<file path="config.mk">
export PLATFORM = sky130hd
export DESIGN_NAME = pipe_ctrl
export DESIGN_NICKNAME = d
export VERILOG_FILES = /design/src/rtl/pipe_ctrl_pkg.sv /design/src/rtl/pipe_ctrl_watchdog.sv /design/src/rtl/pipe_ctrl.sv
export SDC_FILE = /design/constraint.sdc
export NUM_CORES = 1
export LEC_CHECK = 0
export CORE_ASPECT_RATIO = 1.4
export CORE_UTILIZATION = 40
export CTS_BUF_LIST = sky130_fd_sc_hd__clkbuf_16
export CTS_CLUSTER_DIAMETER = 30
export CTS_CLUSTER_SIZE = 10
export DETAILED_ROUTE_END_ITERATION = 8
export GPL_TIMING_DRIVEN = 0
export PLACE_DENSITY = 0.84
export SLEW_MARGIN = 25
export SYNTH_ARGS = -nofsm -noshare
export SYNTH_HDL_FRONTEND = slang
export SYNTH_SLANG_ARGS = --single-unit
export TNS_END_PERCENT = 5
</file>
<file path="constraint.sdc">
create_clock -name clk -period 1.9 [get_ports clk]
set_input_delay 0.38 -clock clk [delete_from_list [all_inputs] [get_ports clk]]
set_output_delay 0.38 -clock clk [all_outputs]
set_load 0.005 [all_outputs]
</file>
<file path="src/rtl/pipe_ctrl_pkg.sv">
// Shared definitions for the pipeline controller: stage indices, stop levels,
// FSM encodings and the stall-mask helper.
package pipe_ctrl_pkg;

    localparam int unsigned NumStages = 5;

    localparam logic Stop         = 1'b1;
    localparam logic NoStop       = 1'b0;
    localparam logic BranchEnable = 1'b1;

    localparam int unsigned StagePc    = 0;
    localparam int unsigned StageIfId  = 1;
    localparam int unsigned StageIdEx  = 2;
    localparam int unsigned StageExMem = 3;
    localparam int unsigned StageMemWb = 4;

    typedef enum logic [1:0] {
        StIdle  = 2'b00,
        StDrain = 2'b01,
        StEnter = 2'b10
    } state_e;

    // A stall from a given stage holds that stage and everything upstream of it.
    function automatic logic [NumStages-1:0] stall_mask(input logic req_if, input logic req_id,
                                                        input logic req_ex, input logic req_mem);
        logic [NumStages-1:0] mask;
        mask = {NumStages{NoStop}};
        if (req_mem) begin
            mask[StageMemWb:StagePc] = {5{Stop}};
        end else if (req_ex) begin
            mask[StageExMem:StagePc] = {4{Stop}};
        end else if (req_id) begin
            mask[StageIdEx:StagePc] = {3{Stop}};
        end else if (req_if) begin
            mask[StageIfId:StagePc] = {2{Stop}};
        end
        return mask;
    endfunction

endpackage

</file>
<file path="src/rtl/pipe_ctrl_watchdog.sv">
// Saturating consecutive-stall counter with a registered timeout flag.
module stall_watchdog #(
    parameter int unsigned STALL_LIMIT = 255
) (
    input  logic clk,
    input  logic rst,
    input  logic stall,
    output logic timeout
);

    localparam logic [7:0] LimitCnt = 8'(STALL_LIMIT);

    logic [7:0] cnt_q, cnt_d;
    logic       timeout_q;

    always_comb begin
        cnt_d = cnt_q;
        if (!stall) begin
            cnt_d = '0;
        end else if (cnt_q < LimitCnt) begin
            cnt_d = cnt_q + 8'd1;
        end
    end

    always_ff @(posedge clk or negedge rst) begin
        if (!rst) begin
            cnt_q     <= '0;
            timeout_q <= 1'b0;
        end else begin
            cnt_q     <= cnt_d;
            timeout_q <= (cnt_d == LimitCnt);
        end
    end

    assign timeout = timeout_q;

endmodule

</file>
<file path="src/rtl/pipe_ctrl.sv">
// Pipeline hazard controller: stall masks, branch redirect and trap entry
// (drain the back end, then flush and redirect to the latched vector).
module pipe_ctrl
    import pipe_ctrl_pkg::*;
#(
    parameter int unsigned XLEN        = 32,
    parameter int unsigned STALL_LIMIT = 255
) (
    input  logic                 clk,
    input  logic                 rst,
    input  logic                 stallreq_if_i,
    input  logic                 stallreq_id_i,
    input  logic                 stallreq_ex_i,
    input  logic                 stallreq_mem_i,
    input  logic                 branch_flag_i,
    input  logic [XLEN-1:0]      branch_addr_i,
    input  logic                 trap_req_i,
    input  logic [XLEN-1:0]      trap_vector_i,
    output logic [NumStages-1:0] stalled_o,
    output logic                 flush_o,
    output logic                 redirect_o,
    output logic [XLEN-1:0]      redirect_pc_o,
    output logic                 trap_ack_o,
    output logic                 stall_timeout_o
);

    state_e            state_q, state_d;
    logic [XLEN-1:0]   vec_q, vec_d;

    always_comb begin
        state_d       = state_q;
        vec_d         = vec_q;
        stalled_o     = stall_mask(stallreq_if_i, stallreq_id_i, stallreq_ex_i, stallreq_mem_i);
        flush_o       = 1'b0;
        redirect_o    = 1'b0;
        redirect_pc_o = '0;
        trap_ack_o    = 1'b0;

        unique case (state_q)
            StIdle: begin
                // A trap request outranks a branch resolved in the same cycle.
                if (trap_req_i) begin
                    state_d = StDrain;
                    vec_d   = trap_vector_i;
                end else if (branch_flag_i == BranchEnable) begin
                    flush_o       = 1'b1;
                    redirect_o    = 1'b1;
                    redirect_pc_o = branch_addr_i;
                end
            end
            StDrain: begin
                // Freeze the front end while older instructions retire.
                stalled_o[StageIfId:StagePc] = {2{Stop}};
                if (!stallreq_mem_i && !stallreq_ex_i) begin
                    state_d = StEnter;
                end
            end
            StEnter: begin
                flush_o       = 1'b1;
                redirect_o    = 1'b1;
                redirect_pc_o = vec_q;
                trap_ack_o    = 1'b1;
                state_d       = StIdle;
            end
            default: begin
                state_d = StIdle;
            end
        endcase
    end

    always_ff @(posedge clk or negedge rst) begin
        if (!rst) begin
            state_q <= StIdle;
            vec_q   <= '0;
        end else begin
            state_q <= state_d;
            vec_q   <= vec_d;
        end
    end

    stall_watchdog #(
        .STALL_LIMIT(STALL_LIMIT)
    ) u_stall_watchdog (
        .clk    (clk),
        .rst    (rst),
        .stall  (stalled_o[StagePc]),
        .timeout(stall_timeout_o)
    );

endmodule

</file>
==> flow_summary.toml <==
[floorplan]
core.rowCount = 31
start_util = 0.418
fp.dieW_um = 64.3
die_y_um = 89.2
core-area_um2 = 5200
die-area_um2 = 5740
ios = 113

[cts]
cts_htree_levels = 2
clock_sinks = 43
cts_buffers = 5
root_buffer = "clkbuf_16"
clockBufferDepth = 2
clk_latency_ps = 280
path_clk_slew_ps = 70
cts_tree = "yes"

[routing]
vias = 1947
drtAntennaViolNets = 0
drt-total-wl_um = 6120
dr.pass1.iters = 4
drtIter0Drc = 57
wire_per_inst_um = 16.2
drc = 0
vias_per_cell = 5.15

[power_and_ir_drop]
ir_drop_mv = 0.739
swShare = 0.302
p_sw_mw = 1.32
p_total_mw = 4.38
clockPowerShare = 0.222
p_per_area_nw_per_um2 = 1180
p_int_mw = 3.05
seqPwrFrac = 0.390
combPwrFrac = 0.388
leakagePower_nw = 1.65

[cells_and_area]
area_growth_pct = 70.4
num_antenna_cells = 0
fin_nets = 384
fill_cells = 408
drive_gt1_frac = 0.372
postLayoutCoreUtil = 0.713
stdcell_count = 378
final_cell_area_um2 = 3710

[critical_path]
required_ps = 1520
cp_max_fo = 5
endpoint = "redirect_pc_o[28]"
r2r-start = "state_q[0]"
ff2ff_setup_slack_ps = 130
cp-start-kind = "register"
worstPathArrival_ps = 1710
critPathKind = "reg -> out"
reg2regPathDepth = 4
crit_path_end_kind = "output pin"
startpoint = "state_q[0]"
r2r-end = "vec_q[0]"

[timing]
maxSlewViolCount = 0
fmax_mhz = 478
slew_headroom = 0.630
hold_viol_final = 0
holdWs_ps = 88.9
finClkSkew_ps = 6.71
fin_crit_ps = 2090
rsz0062_at_grt = "true"
setup_violations = 31
fin_crit_sh = 1.10
tightest_slew_ps = 554
worst_slack_ps = -194

[outcome]
status = "complete, but fails checks"
violations = "setup timing"

[hold_path]
min_path_type = "in -> async"

[yosys]
synthDistinctLibCells = 36
ys_seq_area_frac = 0.495
yosysWarnings = 0
netlist_top_cells_area = "dfrtp_1, mux2_2, a22o_1, nor2_1, buf_6"
synth_flop_cell = "dfrtp_1"
synth_top_area_frac = 0.495
yosysTopAreaCell = "dfrtp_1"
synth-seq-cells = 43
syn_avg_cell_area_um2 = 12.6
syn_area_um2 = 2170
synth.net_count = 246
synth_edf_count = 0
async_flop_share = 1.00
syn_inst = 173

[place]
postPlaceCellArea_um2 = 3400
place_inst = 352
place_congestion = 0.859
io_buffers = 112
place_hpwl_um = 4420

[grt]
grt_pass1_wl_um = 9210
antenna_found_initial = 0
grt_overflow = 0
grt_max_degree = 23
grt_pass1_vias = 1944
grt_usage = 0.214

[flow_run]
cap_violations = 0
[through the flow]
stage / worst slack (ps) / setup TNS [ps]
2_1_floorplan: 197 / 0
3_3_place_gp: -806 / -59030
3_5_place_dp: -868 / -35590
4_1_cts: -176 / -3780
5_1_grt: -237 / -5830
6_report: -194 / -3950
[logic make-up after synthesis]
logic type / after synthesis / share of synthesized area
DFF: 43 / 0.495
muxes: 32 / 0.166
AOI/OAI and AO/OA: 47 / 0.174
and+or+nand+nor: 30 / 0.0978
buffers and inverters: 17 / 0.0501
xor gates and xnor gates: 3 / 0.0121
adders and majority gates: 1 / 0.00575
[timing repair]
item	4_1_cts	5_1_grt
hold buffers	0	0
setup endpoints to repair	39	36
gates resized for setup	169	3
buffers inserted	16	0
pin swaps	17	11
cloned	2	0
[layer usage]
metal,share of wire,wire length [um],global-route usage
met3,0.057,346,0.0434
met5,0,0,0
met2,0.55,3390,0.407
met4,0.0062,38,0.0545
met1,0.38,2350,0.242
[registers in the layout, indices dropped and copies added (netlist names)]
register                  flops
state_q                       2
u_stall_watchdog.cnt_q        8
u_stall_watchdog.timeout      1
vec_q                        32
[worst min path at each step]
| stage | startpoint | end | slack (ps) | cells past startpoint |
|---|---|---|---|---|
| 2_1_floorplan | rst | state_q[0] | 80 | 0 |
| 3_3_place_gp | vec_q[22] | vec_q[22] | 490 | 1 |
| 3_5_place_dp | rst | vec_q[27] | 410 | 1 |
| 4_1_cts | rst | vec_q[21] | 110 | 1 |
| 5_1_grt | rst | vec_q[14] | 110 | 1 |
| 6_report | rst | vec_q[14] | 90 | 1 |
[worst max-delay path, cell delays in order, from the launching register on]
cell and delay [ps]:
dfrtp_1 410, nor4b_4 300, buf_4 180, buf_12 100, buf_8 100, buf_8 110, a22o_1 130, buf_2 110
[cell usage after synthesis (all sizes together), types with 3 or more instances]
cell	instances
inv	3
a31oi	3
a21oi	5
a22o	32
buf	13
xor2	3
nand2	4
mux2	32
dfrtp	43
nor2	9
[layout by cell type, fill, tap and decap left out, types with 2 or more instances in the layout]
master	Yosys	final
nand2_1	4	4
o21ai_0	2	2
nand3_1	2	2
buf_2	6	30
dfrtp_1	43	43
clkbuf_16	0	5
mux2_2	32	32
buf_6	3	11
and4_1	2	2
a21oi_1	4	4
clkdlybuf4s50_1	0	69
buf_16	0	3
nor2_1	9	9
buf_4	4	14
inv_1	3	3
dlygate4sd2_1	0	6
a31oi_1	3	3
xor2_1	3	3
a22o_1	32	32
buf_8	0	5
clkdlybuf4s15_2	0	5
[cell type report]
| cell class | count | area [um^2] | area share |
|---|---|---|---|
| plain buffers | 14 | 154 | 0.0415 |
| clock buffers | 5 | 125 | 0.0338 |
| clock inverters | 3 | 43.8 | 0.0118 |
| inverters | 3 | 11.3 | 0.00304 |
| multi-input cells | 113 | 1000 | 0.270 |
| flip-flops and latches | 43 | 1080 | 0.290 |
| well taps | 66 | 82.6 | 0.0223 |
| repair buffers | 131 | 1210 | 0.327 |
[power groups by stage]
| stage | logic, mW | registers, mW | clock network, mW |
|---|---|---|---|
| final | 1.70 | 1.71 | 0.971 |
| after floorplan | 1.00 | 1.61 | 0 |
| after global placement | 1.54 | 1.69 | 0 |
| after CTS | 1.71 | 1.70 | 0.987 |
| after global routing | 1.83 | 1.77 | 1.03 |
| after detailed placement | 1.61 | 1.71 | 0 |
(Power assumes the default switching activity.)
